$ cat src/rtl/mem_cache_ctrl_wb.sv
// MEM-stage cache controller with a posted write buffer.
// Read misses wait for the buffer to drain before the SRAM line fill.
module mem_cache_ctrl_wb #(
    parameter int          ADDR_W      = 32,
    parameter int          DATA_W      = 32,
    parameter int          LINE_WORDS  = 2,
    parameter int          CACHE_IDX_W = 17,
    parameter int unsigned BASE_ADDR   = 1024,
    parameter int          WB_DEPTH    = 4,
    localparam int         LINE_W      = DATA_W * LINE_WORDS
) (
    input  logic                   clk,
    input  logic                   rst,
    input  logic                   mem_r_en,
    input  logic                   mem_w_en,
    input  logic [ADDR_W-1:0]      address,
    input  logic [DATA_W-1:0]      write_data,
    output logic                   ready,
    output logic [DATA_W-1:0]      read_data,
    input  logic                   cache_hit,
    input  logic [DATA_W-1:0]      cache_rd_data,
    output logic                   cache_re,
    output logic                   cache_we,
    output logic                   cache_inv,
    output logic [CACHE_IDX_W-1:0] cache_addr,
    output logic [LINE_W-1:0]      cache_wr_data,
    input  logic                   sram_ready,
    input  logic [LINE_W-1:0]      sram_rd_data,
    output logic                   sram_re,
    output logic                   sram_we,
    output logic [ADDR_W-1:0]      sram_addr,
    output logic [DATA_W-1:0]      sram_wr_data,
    output logic                   wb_empty
);

    localparam int WS_W  = $clog2(LINE_WORDS);
    localparam int PTR_W = $clog2(WB_DEPTH);
    localparam int CNT_W = PTR_W + 1;

    typedef enum logic [1:0] {
        IDLE,
        MISS_WAIT,
        MISS_READ
    } state_t;

    state_t state_q, state_d;

    logic [ADDR_W-1:0]      gen;
    logic [CACHE_IDX_W-1:0] idx;
    logic [WS_W-1:0]        ws;

    assign gen = {address[ADDR_W-1:2], 2'b00} - ADDR_W'(BASE_ADDR);
    assign idx = gen[CACHE_IDX_W+1:2];
    assign ws  = idx[WS_W-1:0];

    logic [ADDR_W-1:0] wb_addr_q [WB_DEPTH];
    logic [DATA_W-1:0] wb_data_q [WB_DEPTH];
    logic [PTR_W-1:0]  head_q, head_d;
    logic [PTR_W-1:0]  tail_q, tail_d;
    logic [CNT_W-1:0]  cnt_q, cnt_d;
    logic              wb_empty_q;
    logic              full;
    logic              push;
    logic              drain;
    logic              pop;

    assign full  = (cnt_q == CNT_W'(WB_DEPTH));
    assign push  = (state_q == IDLE) && !mem_r_en && mem_w_en && !full;
    assign drain = !wb_empty_q && (state_q != MISS_READ);
    assign pop   = drain && sram_ready;

    assign wb_empty = wb_empty_q;
    assign sram_we  = drain;

    // Buffer pointer and occupancy next-state
    always_comb begin
        head_d = head_q;
        tail_d = tail_q;
        cnt_d  = cnt_q;
        if (push) begin
            tail_d = tail_q + PTR_W'(1);
        end
        if (pop) begin
            head_d = head_q + PTR_W'(1);
        end
        unique case ({push, pop})
            2'b10:   cnt_d = cnt_q + CNT_W'(1);
            2'b01:   cnt_d = cnt_q - CNT_W'(1);
            default: cnt_d = cnt_q;
        endcase
    end

    // Buffer control registers; reset discards queued stores
    always_ff @(posedge clk or posedge rst) begin
        if (rst) begin
            head_q     <= '0;
            tail_q     <= '0;
            cnt_q      <= '0;
            wb_empty_q <= 1'b1;
        end else begin
            head_q     <= head_d;
            tail_q     <= tail_d;
            cnt_q      <= cnt_d;
            wb_empty_q <= (cnt_d == '0);
        end
    end

    // Buffer storage written at the tail on an accepted store
    always_ff @(posedge clk) begin
        if (push) begin
            wb_addr_q[tail_q] <= address;
            wb_data_q[tail_q] <= write_data;
        end
    end

    // Main FSM state register
    always_ff @(posedge clk or posedge rst) begin
        if (rst) begin
            state_q <= IDLE;
        end else begin
            state_q <= state_d;
        end
    end

    // Next-state and request-side outputs
    always_comb begin
        state_d       = state_q;
        ready         = 1'b0;
        read_data     = '0;
        cache_re      = 1'b0;
        cache_we      = 1'b0;
        cache_inv     = 1'b0;
        cache_wr_data = '0;
        sram_re       = 1'b0;
        sram_addr     = '0;
        sram_wr_data  = '0;
        if (drain) begin
            sram_addr    = wb_addr_q[head_q];
            sram_wr_data = wb_data_q[head_q];
        end
        unique case (state_q)
            IDLE: begin
                if (mem_r_en) begin
                    cache_re = 1'b1;
                    if (cache_hit) begin
                        ready     = 1'b1;
                        read_data = cache_rd_data;
                    end else if (wb_empty_q) begin
                        sram_re   = 1'b1;
                        sram_addr = address;
                        state_d   = MISS_READ;
                    end else begin
                        state_d = MISS_WAIT;
                    end
                end else if (mem_w_en) begin
                    if (!full) begin
                        ready     = 1'b1;
                        cache_inv = 1'b1;
                    end
                end else begin
                    ready = 1'b1;
                end
            end
            MISS_WAIT: begin
                if (wb_empty_q) begin
                    sram_re   = 1'b1;
                    sram_addr = address;
                    state_d   = MISS_READ;
                end
            end
            MISS_READ: begin
                sram_re   = 1'b1;
                sram_addr = address;
                if (sram_ready) begin
                    cache_we      = 1'b1;
                    cache_wr_data = sram_rd_data;
                    read_data     = sram_rd_data[DATA_W*int'(ws) +: DATA_W];
                    ready         = 1'b1;
                    state_d       = IDLE;
                end
            end
            default: state_d = IDLE;
        endcase
    end

    assign cache_addr = (cache_re || cache_we || cache_inv) ? idx : '0;

endmodule

$ cat config.mk
export PLATFORM = sky130hd
export DESIGN_NAME = mem_cache_ctrl_wb
export DESIGN_NICKNAME = d
export VERILOG_FILES = /design/src/rtl/mem_cache_ctrl_wb.sv
export SDC_FILE = /design/constraint.sdc
export NUM_CORES = 1
export LEC_CHECK = 0
export BUFFER_PORTS_ARGS = -buffer_cell sky130_fd_sc_hd__buf_4
export CAP_MARGIN = 10
export CORE_AREA = 3 3 211 110
export DETAILED_ROUTE_END_ITERATION = 6
export DIE_AREA = 0 0 214 113
export PLACE_DENSITY = 0.88
export SYNTH_ARGS = -nofsm -noshare
export SYNTH_HDL_FRONTEND = slang
export SYNTH_SLANG_ARGS = --single-unit
$ cat constraint.sdc
create_clock -name clk -period 7.85 [get_ports clk]
set_input_delay 0.785 -clock clk [delete_from_list [all_inputs] [get_ports clk]]
set_output_delay 0.785 -clock clk [all_outputs]
set_load 0.005 [all_outputs]
Word level (Yosys, flattened, before mapping):

Memory sizes are Yosys's and may differ from the RTL's.
Cells that the tools add are included.

* bits in registers: 10
* bits in latches: 0
* memory bits (writable): 256
* bits in read-only memories: 0
* input bits: 166
* memories: 2

* add/sub/neg operators: 5
* multipliers: 0
* div/mod/pow operators: 0
* $lt $le $gt $ge: 0
* equal/unequal tests: 10
* shift operators: 1
* multiplexer cells: 38
* bitwise gates (word level): 0
* reduce and logical (&&, ||, !) cells: 13

Memory list
* wb_addr_q: words 4, width 32, rd ports 1, clocked after memory_dff 0, write ports 1, RTL line 56 `logic [ADDR_W-1:0] wb_addr_q [WB_DEPTH];`
* wb_data_q: words 4, width 32, rd ports 1, clocked after memory_dff 0, write ports 1, RTL line 57 `logic [DATA_W-1:0] wb_data_q [WB_DEPTH];`

Operators with widths (count)
* $mux W32: 8
* $mux W64: 2
* $pmux W32 S3: 1
* $pmux W32 S2: 1
* $shiftx A64 B7 Y32: 1
* $sub A19 B11 Y19 const B: 1
* $mux W17: 1
* $mux W1: 16
* $mux W2: 5
* $ne A2 B2 Y1 const B: 5
* $pmux W2 S3: 1
* $pmux W3 S2: 1
* $logic_and A1 B1 Y1: 5
* $add A2 B1 Y2 const B: 2
* $eq A2 B1 Y1 const B: 2
* $eq A2 B2 Y1 const B: 2
* $reduce_and A4 Y1: 1
* $add A3 B1 Y3 const B: 1
* $eq A3 B3 Y1 const B: 1
* $logic_not A1 Y1: 3
* $logic_not A3 Y1: 1
* $pmux W1 S3: 1
* $sub A3 B1 Y3 const B: 1
* $logic_not A2 Y1: 1
* 2 further kinds: 3

Logic depth before layout (Yosys ltp):

Gate-level depths: netlist of run 1.

* depth in word-level cells: 7
* depth in mapped cells: 11
* mapped depth without buffers: 10

Worst setup path after synthesis of run 1:

OpenSTA, ideal clock, no wires.

* path kind: input to register
* from: in mem_r_en
* to: mem wb_addr_q[0][0], enable pin
* library setup time: 0.429 ns
* arrival: 2.704 ns
* data required time: 7.421 ns
* setup slack: 4.717 ns
* stages on the path: 3
* cell sequence: and4b_1 -> buf_6 -> and2_1

* longest elaborated chain between the ends: 6

Ends and longest elaborated chain
* start: declaration: RTL line 14 `input logic mem_r_en,`
* $logic_not A1 Y1: RTL line 68 `assign push = (state_q == IDLE) && !mem_r_en && mem_w_en && !full;`
* $logic_and A1 B1 Y1 (3 in a row): RTL line 68
* $mux W1: RTL line 110 `if (push) begin`
* $mux W1 (implied by the code): RTL line 111 `wb_addr_q[tail_q] <= address;`
* end: declaration: RTL line 56

Every way passes these cells.

Worst setup path in the final report of run 1:

* from: reg head_q[0]
* to: out sram_addr[30]

* longest elaborated chain between the ends: 6

Ends and longest elaborated chain
* start: declaration: RTL line 58 `logic [PTR_W-1:0] head_q, head_d;`
* start signal: assignment: RTL line 96 `head_q <= '0;`
* start signal: assignment: RTL line 101 `head_q <= head_d;`
* $mem_v2 Z4 W32 *
* $mux W32 *: RTL line 137 `if (drain) begin`
* $mux W32: RTL line 148, 165
* $mux W32: RTL line 145 `if (cache_hit) begin`
* $mux W32: RTL line 143 `if (mem_r_en) begin`
* $pmux W32 S3 *: RTL line 141 `unique case (state_q)`
* end: declaration: RTL line 31 `output logic [ADDR_W-1:0] sram_addr,`

Every way passes the cells marked *; elsewhere a longest branch is shown, timed or not.

==> results.toml, run 1 <==
[global_route]
grt_max_degree = 70
grt_pass1_wl_um = 53600
first_global_vias = 8339
gr-total-overflow = 0
antenna_found_initial = 0
grt_util_all_layers = 0.291

[route]
via_count = 7960
wl_per_cell_um = 26.8
drt-pass1-iter-count = 5
ant_nets = 0
drc = 0
first_iter_violations = 907
wirelength_um = 36000
viasPerCell = 5.92

[worst_setup_path]
r2r_setup_slack_ps = 4740
endpoint_kind = "output port"
cp.required_ps = 7070
critPathMaxStageDelay_ps = 840
slowest_stage = "buf_4"
setup.worst_path.start_class = "flip-flop"
cp_common_cell = "buf_4"
worstPathCellList = "buf_4, mux4_2, a22o_1, buf_4"
worstSetupPathType = "reg2out"
worstPathArrival_ps = 3110
worstPathMaxFanout = 48

[place]
place.gp.congestion = 0.914
dp_cells = 1301
hpwl_um = 23200
portBuffers = 349

[timing]
slew_headroom = 0.350
finalSetupViolCount = 0
whs_ps = 253
rsz0062_at_grt = "false"
setup-tns-final_ps = 0
finClkSkew_ps = 16.2
fin_crit_ps = 3890
fmax_mhz = 257
hold_viol_final = 0
worst_pin_slew_ps = 974
drv_slew = 0
finalCritPeriodShare = 0.496

[logic_synthesis]
synth_cells = 692
ys_seq_area_frac = 0.677
synth_edf_count = 256
yosys_warnings = 0
ys_seq_elements = 266
syn_nets = 865
synth_top_area_share = 0.656
synth_top_area_cell = "edfxtp_1"
netlist_area_um2 = 11700
yosys-top-cells-area = "edfxtp_1 (66%), mux4_2 (12%), and3_1 (3.5%)"
avgSynthCellArea_um2 = 16.9
async_reset_ff_frac = 0.0376
ys.flop_type = "edfxtp_1"
yosysUniqueCellTypes = 39
yosysMostFrequentCell = "edfxtp_1"
synthTopCellsByCount = "edfxtp_1 (256), and3_1 (65), mux4_2 (64), and2_1 (46), nand2_1 (36)"

[finish]
fillers = 1325
syn_to_final_growth_pct = 31.1
fin_nets = 1201
fin_cells = 1345
drive_gt1_frac = 0.453

[clock_network]
cts_tree = "built"
post-cts-setup-buffer-count = 0
cts_root_buffer = "clkbuf_16"
cts_buffers = 24
htreeDepth = 1
clk_pin_slew_worst_paths_ps = 70
clock_sinks = 266
clock_latency_ps = 510
cts_resized = 0
clockBufferDepth = 3
hold_buffers = 0

[floorplan]
die-area_um2 = 24200
die_w_um = 214
placeableCoreArea_um2 = 21400
fp-row-count = 38
die_h_um = 113
pin_count = 350
start_util = 0.547

[power]
power_uw = 4720
powerDensity_nw_per_um2 = 307
leakage_uw = 0.00621
vdd_drop_max_mv = 0.198

[flow_run]
max-cap-violations = 0

[run_status]
status = "finished, final reports clean"

[hold_path]
hold_class = "in2async"
kinds of logic (layout without fill, tap and decap cells):
logic type	after synthesis	after routing	share of synthesized area
mux	98	98	0.152
compound gates	71	71	0.0420
flops	266	266	0.677
xor+xnor	12	12	0.00896
fa+ha+maj	7	7	0.00811
buf+inv	60	412	0.0250
other cells	0	1	0
simple gates	178	178	0.0868
state kept, by name, indices dropped and copies added (netlist names):
name and cells:
state_q 2, wb_empty 1, wb_addr_q 128, wb_data_q 128, head_q 2, tail_q 2
cnt_q 3
power by group:
group / leakage [uW] / internal [uW] / switching (uW)
clock: 0.000382 / 677 / 493
combinational: 0.00340 / 947 / 841
sequential: 0.00243 / 1690 / 78.0
routing by layer:
metal / track usage / wire length, um
met1: 0.398 / 14200
met2: 0.512 / 18700
met3: 0.0440 / 2550
met4: 0.0557 / 567
met5: 0 / 0
cells in the final DEF, fill, tap and decap left out, types with 2 or more instances in the layout:
master and n:
mux2i_1 34, nor2b_1 2, nor2_4 2, edfxtp_1 256, ha_1 6, nand3_1 2, o21ai_0 4, clkinv_2 4
xnor2_1 7, nor3_1 2, clkbuf_8 3, xor2_1 5, a22o_1 32, dfrtp_1 7, mux4_2 64, nand2_1 36
o21ai_1 31, bufinv_16 2, clkbuf_1 6, inv_1 9, and2_2 4, nor2_1 15, clkbuf_16 25, buf_4 359
nor3b_1 2, and2_1 42, and3_1 65
worst max-delay path: cells and delay by family (launching register included):
kind | cells | cell delay (ps)
buf+inv | 2 | 980
flops | 1 | 680
mux | 1 | 630
compound gates | 1 | 270
layout make-up:
class	count	area (um^2)	area share
Sequential cell	266	7940	0.517
Multi-Input combinational cell	366	3510	0.228
Timing Repair Buffer	360	2720	0.177
Clock buffer	34	689	0.0449
Tap cell	300	375	0.0244
Clock inverter	8	91.3	0.00594
Inverter	10	40.0	0.00261
Antenna cell	1	2.50	0.000163
metrics by stage:
step           worst slack (ps)   util  instance area (um^2)
2_1_floorplan              4720      -                 11700
3_3_place_gp               4510  0.679                 14600
3_5_place_dp               4440  0.679                 14600
4_1_cts                    3880  0.715                 15300
5_1_grt                    3730  0.716                 15400
6_report                   3960  0.717                 15400
final timing paths:
kind,cells past startpoint,endpoint,start
max,4,sram_addr[30],head_q[0]$_DFFE_PP0P_
min,2,state_q[0]$_DFFE_PP0P_,rst
max in group asynchronous,2,head_q[0]$_DFFE_PP0P_,rst
min reg2reg,1,cnt_q[2]$_DFF_PP0_,cnt_q[2]$_DFF_PP0_
max reg2reg,12,wb_empty$_DFF_PP1_,state_q[0]$_DFFE_PP0P_
min in group clk,1,wb_data_q[2][13]$_DFFE_PP_,write_data[13]
Power figures use the tool's default switching activity.
==> run 2, diff against run 1 <==
--- a/config.mk
+++ b/config.mk
@@ -7,10 +7,10 @@
 export LEC_CHECK = 0
 export BUFFER_PORTS_ARGS = -buffer_cell sky130_fd_sc_hd__buf_4
 export CAP_MARGIN = 10
-export CORE_AREA = 3 3 211 110
+export CORE_AREA = 3 3 228 118
 export DETAILED_ROUTE_END_ITERATION = 6
-export DIE_AREA = 0 0 214 113
-export PLACE_DENSITY = 0.88
+export DIE_AREA = 0 0 231 121
+export PLACE_DENSITY = 0.81
 export SYNTH_ARGS = -nofsm -noshare
 export SYNTH_HDL_FRONTEND = slang
 export SYNTH_SLANG_ARGS = --single-unit
==> constraint.sdc (replaced) <==
create_clock -name clk -period 3.49 [get_ports clk]
set_input_delay 0.349 -clock clk [delete_from_list [all_inputs] [get_ports clk]]
set_output_delay 0.349 -clock clk [all_outputs]
set_load 0.005 [all_outputs]
==> results.toml, run 2 (synthesized netlist as in run 1, its figures left out) <==
[route]
viasPerCell = 5.71
drc = 0
ant_nets = 0
first_iter_violations = 810
wirelength_um = 35500
wl_per_cell_um = 25.3
drt-pass1-iter-count = 5
via_count = 8000

[timing]
finalSetupViolCount = 0
finalCritPeriodShare = 0.885
slew_headroom = 0.252
fmax_mhz = 324
rsz0062_at_grt = "false"
fin_crit_ps = 3090
drv_slew = 0
worst_pin_slew_ps = 1120
finClkSkew_ps = 27.8
whs_ps = 24.8
hold_viol_final = 0
setup-tns-final_ps = 0

[worst_setup_path]
reg2reg_from = "state_q[0]$_DFFE_PP0P_"
cp-startpoint = "head_q[0]$_DFFE_PP0P_"
cp.required_ps = 3140
worstPathMaxFanout = 31
setup.worst_path.start_class = "flip-flop"
worstSetupPathType = "reg2out"
endpoint_kind = "output port"
worstPathArrival_ps = 2740

[finish]
final_area_um2 = 15700
final_common_cell = "buf_4"
largestRegisters = "wb_addr_q (128), wb_data_q (128), cnt_q (3)"
syn_to_final_growth_pct = 33.6
layout_common_cells = "buf_4 (363), edfxtp_1 (256), and3_1 (65)"
fin_nets = 1209
fin_cells = 1402
drive_gt1_frac = 0.458

[global_route]
first_global_vias = 8343
grt_max_degree = 70
gr-total-overflow = 0
grt_util_all_layers = 0.252
antenna_found_initial = 5
grt_pass1_wl_um = 52700

[floorplan]
die_h_um = 121
fp-row-count = 41
die-area_um2 = 28000
die_w_um = 231
placeableCoreArea_um2 = 25000
pin_count = 350
start_util = 0.468

[run_status]
status = "finished, final reports clean"

[flow_run]
max-cap-violations = 0

[place]
place_area_um2 = 14700
dp_cells = 1352
portBuffers = 349
place.gp.congestion = 0.976
hpwl_um = 23100

[clock_network]
clockBufferDepth = 3
cts_buffers = 25
clock_sinks = 266
cts_tree = "built"
clk_pin_slew_worst_paths_ps = 70
htreeDepth = 1
post-cts-setup-buffer-count = 0
cts_root_buffer = "clkbuf_16"
clock_latency_ps = 530

[hold_path]
hold_class = "in2reg"
min_from = "write_data[8]"

[power]
leakage_uw = 0.00632
powerDensity_nw_per_um2 = 706
vdd_drop_max_mv = 0.415
run 2: cell count changes in the layout (fill, tap and decap cells not counted), sizes merged:
cell / change
clkinv: -1
diode: +2
bufinv: +6
buf: +6
dlygate4sd3: +1
clkbuf: -3
inv: +2
run 2: worst max-delay path: stages (launching register included):
cell and delay, ps:
dfrtp_4 850, buf_4 380, mux4_2 550, a22o_1 270, buf_4 150
run 2: metrics by stage:
stage                     total power, uW  utilization  setup WS (ps)
final                               11100        0.626            403
after global routing                11500        0.626            205
after CTS                           11100        0.625            337
after detailed placement             8010        0.588            886
after global placement               7930        0.588            935
after floorplan                      6160            -            563
run 2: routing by layer:
metal | global-route usage | share of wire
met1 | 0.315 | 0.37
met2 | 0.449 | 0.53
met3 | 0.0443 | 0.067
met4 | 0.0847 | 0.033
met5 | 0 | 0.0011
run 2: cell type report:
class / count / area [um^2]
fill: 1779 / 9370
sequential: 266 / 7940
multi-input combinational: 366 / 3510
timing repair buffer: 367 / 2800
clock buffer: 31 / 648
tap: 344 / 430
clock inverter: 15 / 284
inverter: 10 / 40.0
antenna: 3 / 7.51
run 2: timing repair:
action                    4_1_cts  5_1_grt
resized for setup               0        0
hold buffers                    1        0
hold endpoints to repair        9        0
run 2: worst paths after layout:
check	slack [ps]	end	depth (start not counted)
worst max-delay path	400	sram_addr[30]	4
worst min-delay path	20	wb_data_q[3][8]$_DFFE_PP_	1
worst max register to register	850	wb_addr_q[2][0]$_DFFE_PP_	4
worst min register to register	490	cnt_q[2]$_DFF_PP0_	1
max in group asynchronous	2770	wb_empty$_DFF_PP1_	3
min in group asynchronous	400	tail_q[0]$_DFFE_PP0P_	3
run 2: power breakdown:
group	switching [uW]	leakage, uW	total, uW	internal, uW
sequential	234	0.00243	4030	3790
clock	1140	0.000451	3060	1920
combinational	1800	0.00345	3960	2160
==> run 3, diff against run 2 <==
--- a/config.mk
+++ b/config.mk
@@ -7,9 +7,9 @@
 export LEC_CHECK = 0
 export BUFFER_PORTS_ARGS = -buffer_cell sky130_fd_sc_hd__buf_4
 export CAP_MARGIN = 10
-export CORE_AREA = 3 3 228 118
+export CORE_AREA = 4 4 229 119
 export DETAILED_ROUTE_END_ITERATION = 6
-export DIE_AREA = 0 0 231 121
+export DIE_AREA = 0 0 233 123
 export PLACE_DENSITY = 0.81
 export SYNTH_ARGS = -nofsm -noshare
 export SYNTH_HDL_FRONTEND = slang
==> results.toml, run 3 (synthesized netlist as in run 1, its figures left out) <==
[flow_run]
max-cap-violations = 0

[worst_setup_path]
cp_top_family = "simple AND/OR/NAND/NOR gates"
cp_num_buf_inv = 2
worstPathCellList = "nor2b_4, buf_4, nand2_2, o21ai_1, buf_4"
critPathMaxStageDelay_ps = 490
worstSetupPathType = "reg2out"
setup.worst_path.start_class = "flip-flop"
worstPathArrival_ps = 2650
slowest_stage = "nand2_2"
worstPathMaxFanout = 65
cp_common_cell = "buf_4"
cp.required_ps = 3140
endpoint_kind = "output port"

[floorplan]
die_h_um = 123
start_util = 0.468
fp-row-count = 41
pin_count = 350
die-area_um2 = 28700
die_w_um = 233
placeableCoreArea_um2 = 25000

[finish]
drive_gt1_frac = 0.459
layout_common_cells = "buf_4 (367), edfxtp_1 (256), and3_1 (65)"
largestRegisters = "wb_addr_q (128), wb_data_q (128), cnt_q (3)"
syn_to_final_growth_pct = 32.3
final_area_um2 = 15500
fillers = 1842
antenna_cells = 0
fin_nets = 1213
final_common_cell = "buf_4"

[route]
ant_nets = 0
wirelength_um = 33200
wl_per_cell_um = 23.7
drt-pass1-iter-count = 6
first_iter_violations = 537
route.met2.wl_um = 17700
via_count = 7732
top_layer = "met4"
drc = 0
met1_length_um = 13000
met3WireLength_um = 1930
viasPerCell = 5.51

[clock_network]
cts_buffers = 24
cts_tree = "built"
htreeDepth = 1
clock_sinks = 266
clk_pin_slew_worst_paths_ps = 70
clock_latency_ps = 520
post-cts-setup-buffer-count = 0
clockBufferDepth = 3
cts_root_buffer = "clkbuf_16"

[timing]
finalSetupViolCount = 0
rsz0062_at_grt = "false"
finClkSkew_ps = 16.4
hold_viol_final = 0
finalCritPeriodShare = 0.859
worst_pin_slew_ps = 751
setup-tns-final_ps = 0
slew_headroom = 0.500
fmax_mhz = 334
fin_crit_ps = 3000
drv_slew = 0

[place]
place_area_um2 = 14800
hpwl_um = 23500
place.gp.congestion = 0.896
portBuffers = 349

[global_route]
gr-total-overflow = 0
grt_pass1_wl_um = 49200
antenna_found_initial = 0
first_global_vias = 8107
grt_max_degree = 70
grt_util_all_layers = 0.224

[power]
vdd_drop_max_mv = 0.398
leakage_uw = 0.00626
powerDensity_nw_per_um2 = 671

[hold_path]
hold_class = "in2reg"

[run_status]
status = "finished, final reports clean"
run 3: worst register-to-register path, delay by kind of cell, from the launching register on:
kind / cells / cell delay (ps)
xor gates and xnor gates: 2 / 330
and+or+nand+nor: 4 / 1030
buffers and inverters: 2 / 190
DFF: 1 / 400
adders and majority gates: 2 / 560
run 3: final cells by class:
class	count	area, um^2	share of cell area
Multi-Input combinational cell	366	3510	0.227
Clock buffer	30	623	0.0402
Timing Repair Buffer	372	2850	0.183
Inverter	10	40.0	0.00258
Tap cell	344	430	0.0278
Sequential cell	266	7940	0.512
Clock inverter	14	110	0.00710
run 3: repair_timing:
item | 4_1_cts | 5_1_grt
hold buffers | 1 | 0
resized for setup | 0 | 1
hold endpoints to repair | 9 | 0
endpoints found under the setup margin | 0 | 30
run 3: metal layers:
layer  track usage  up-vias
li1              -     3420
met1         0.293     3936
met2         0.407      333
met3        0.0331       43
met4        0.0451        0
met5             0        -
run 3: metrics by stage:
stage	std cells	hold WS [ps]	utilization	worst slack, ps	power, uW
detailed placement	1357	378	0.590	728	8060
global route	1402	6.61	0.619	267	10900
global placement	1357	363	0.590	878	7950
floorplan	692	188	-	563	6160
finish	1402	30.1	0.619	493	10400
CTS	1402	9.40	0.619	152	10500
run 3: final timing paths:
| kind | from | end | slack [ps] | cells after the start |
|---|---|---|---|---|
| max reg2reg | cnt_q[0]$_DFF_PP0_ | wb_empty$_DFF_PP1_ | 900 | 10 |
| max in group asynchronous | rst | wb_empty$_DFF_PP1_ | 2760 | 3 |
| min in group asynchronous | rst | tail_q[1]$_DFFE_PP0P_ | 410 | 3 |
| min reg2reg | cnt_q[2]$_DFF_PP0_ | cnt_q[2]$_DFF_PP0_ | 480 | 1 |
| min | write_data[11] | wb_data_q[1][11]$_DFFE_PP_ | 30 | 1 |
| max | state_q[1]$_DFFE_PP0P_ | read_data[7] | 490 | 5 |
run 3: power breakdown:
| group | switching (uW) | total [uW] | internal [uW] |
|---|---|---|---|
| Sequential | 265 | 4060 | 3790 |
| Clock | 1110 | 2460 | 1350 |
| Combinational | 1700 | 3890 | 2190 |
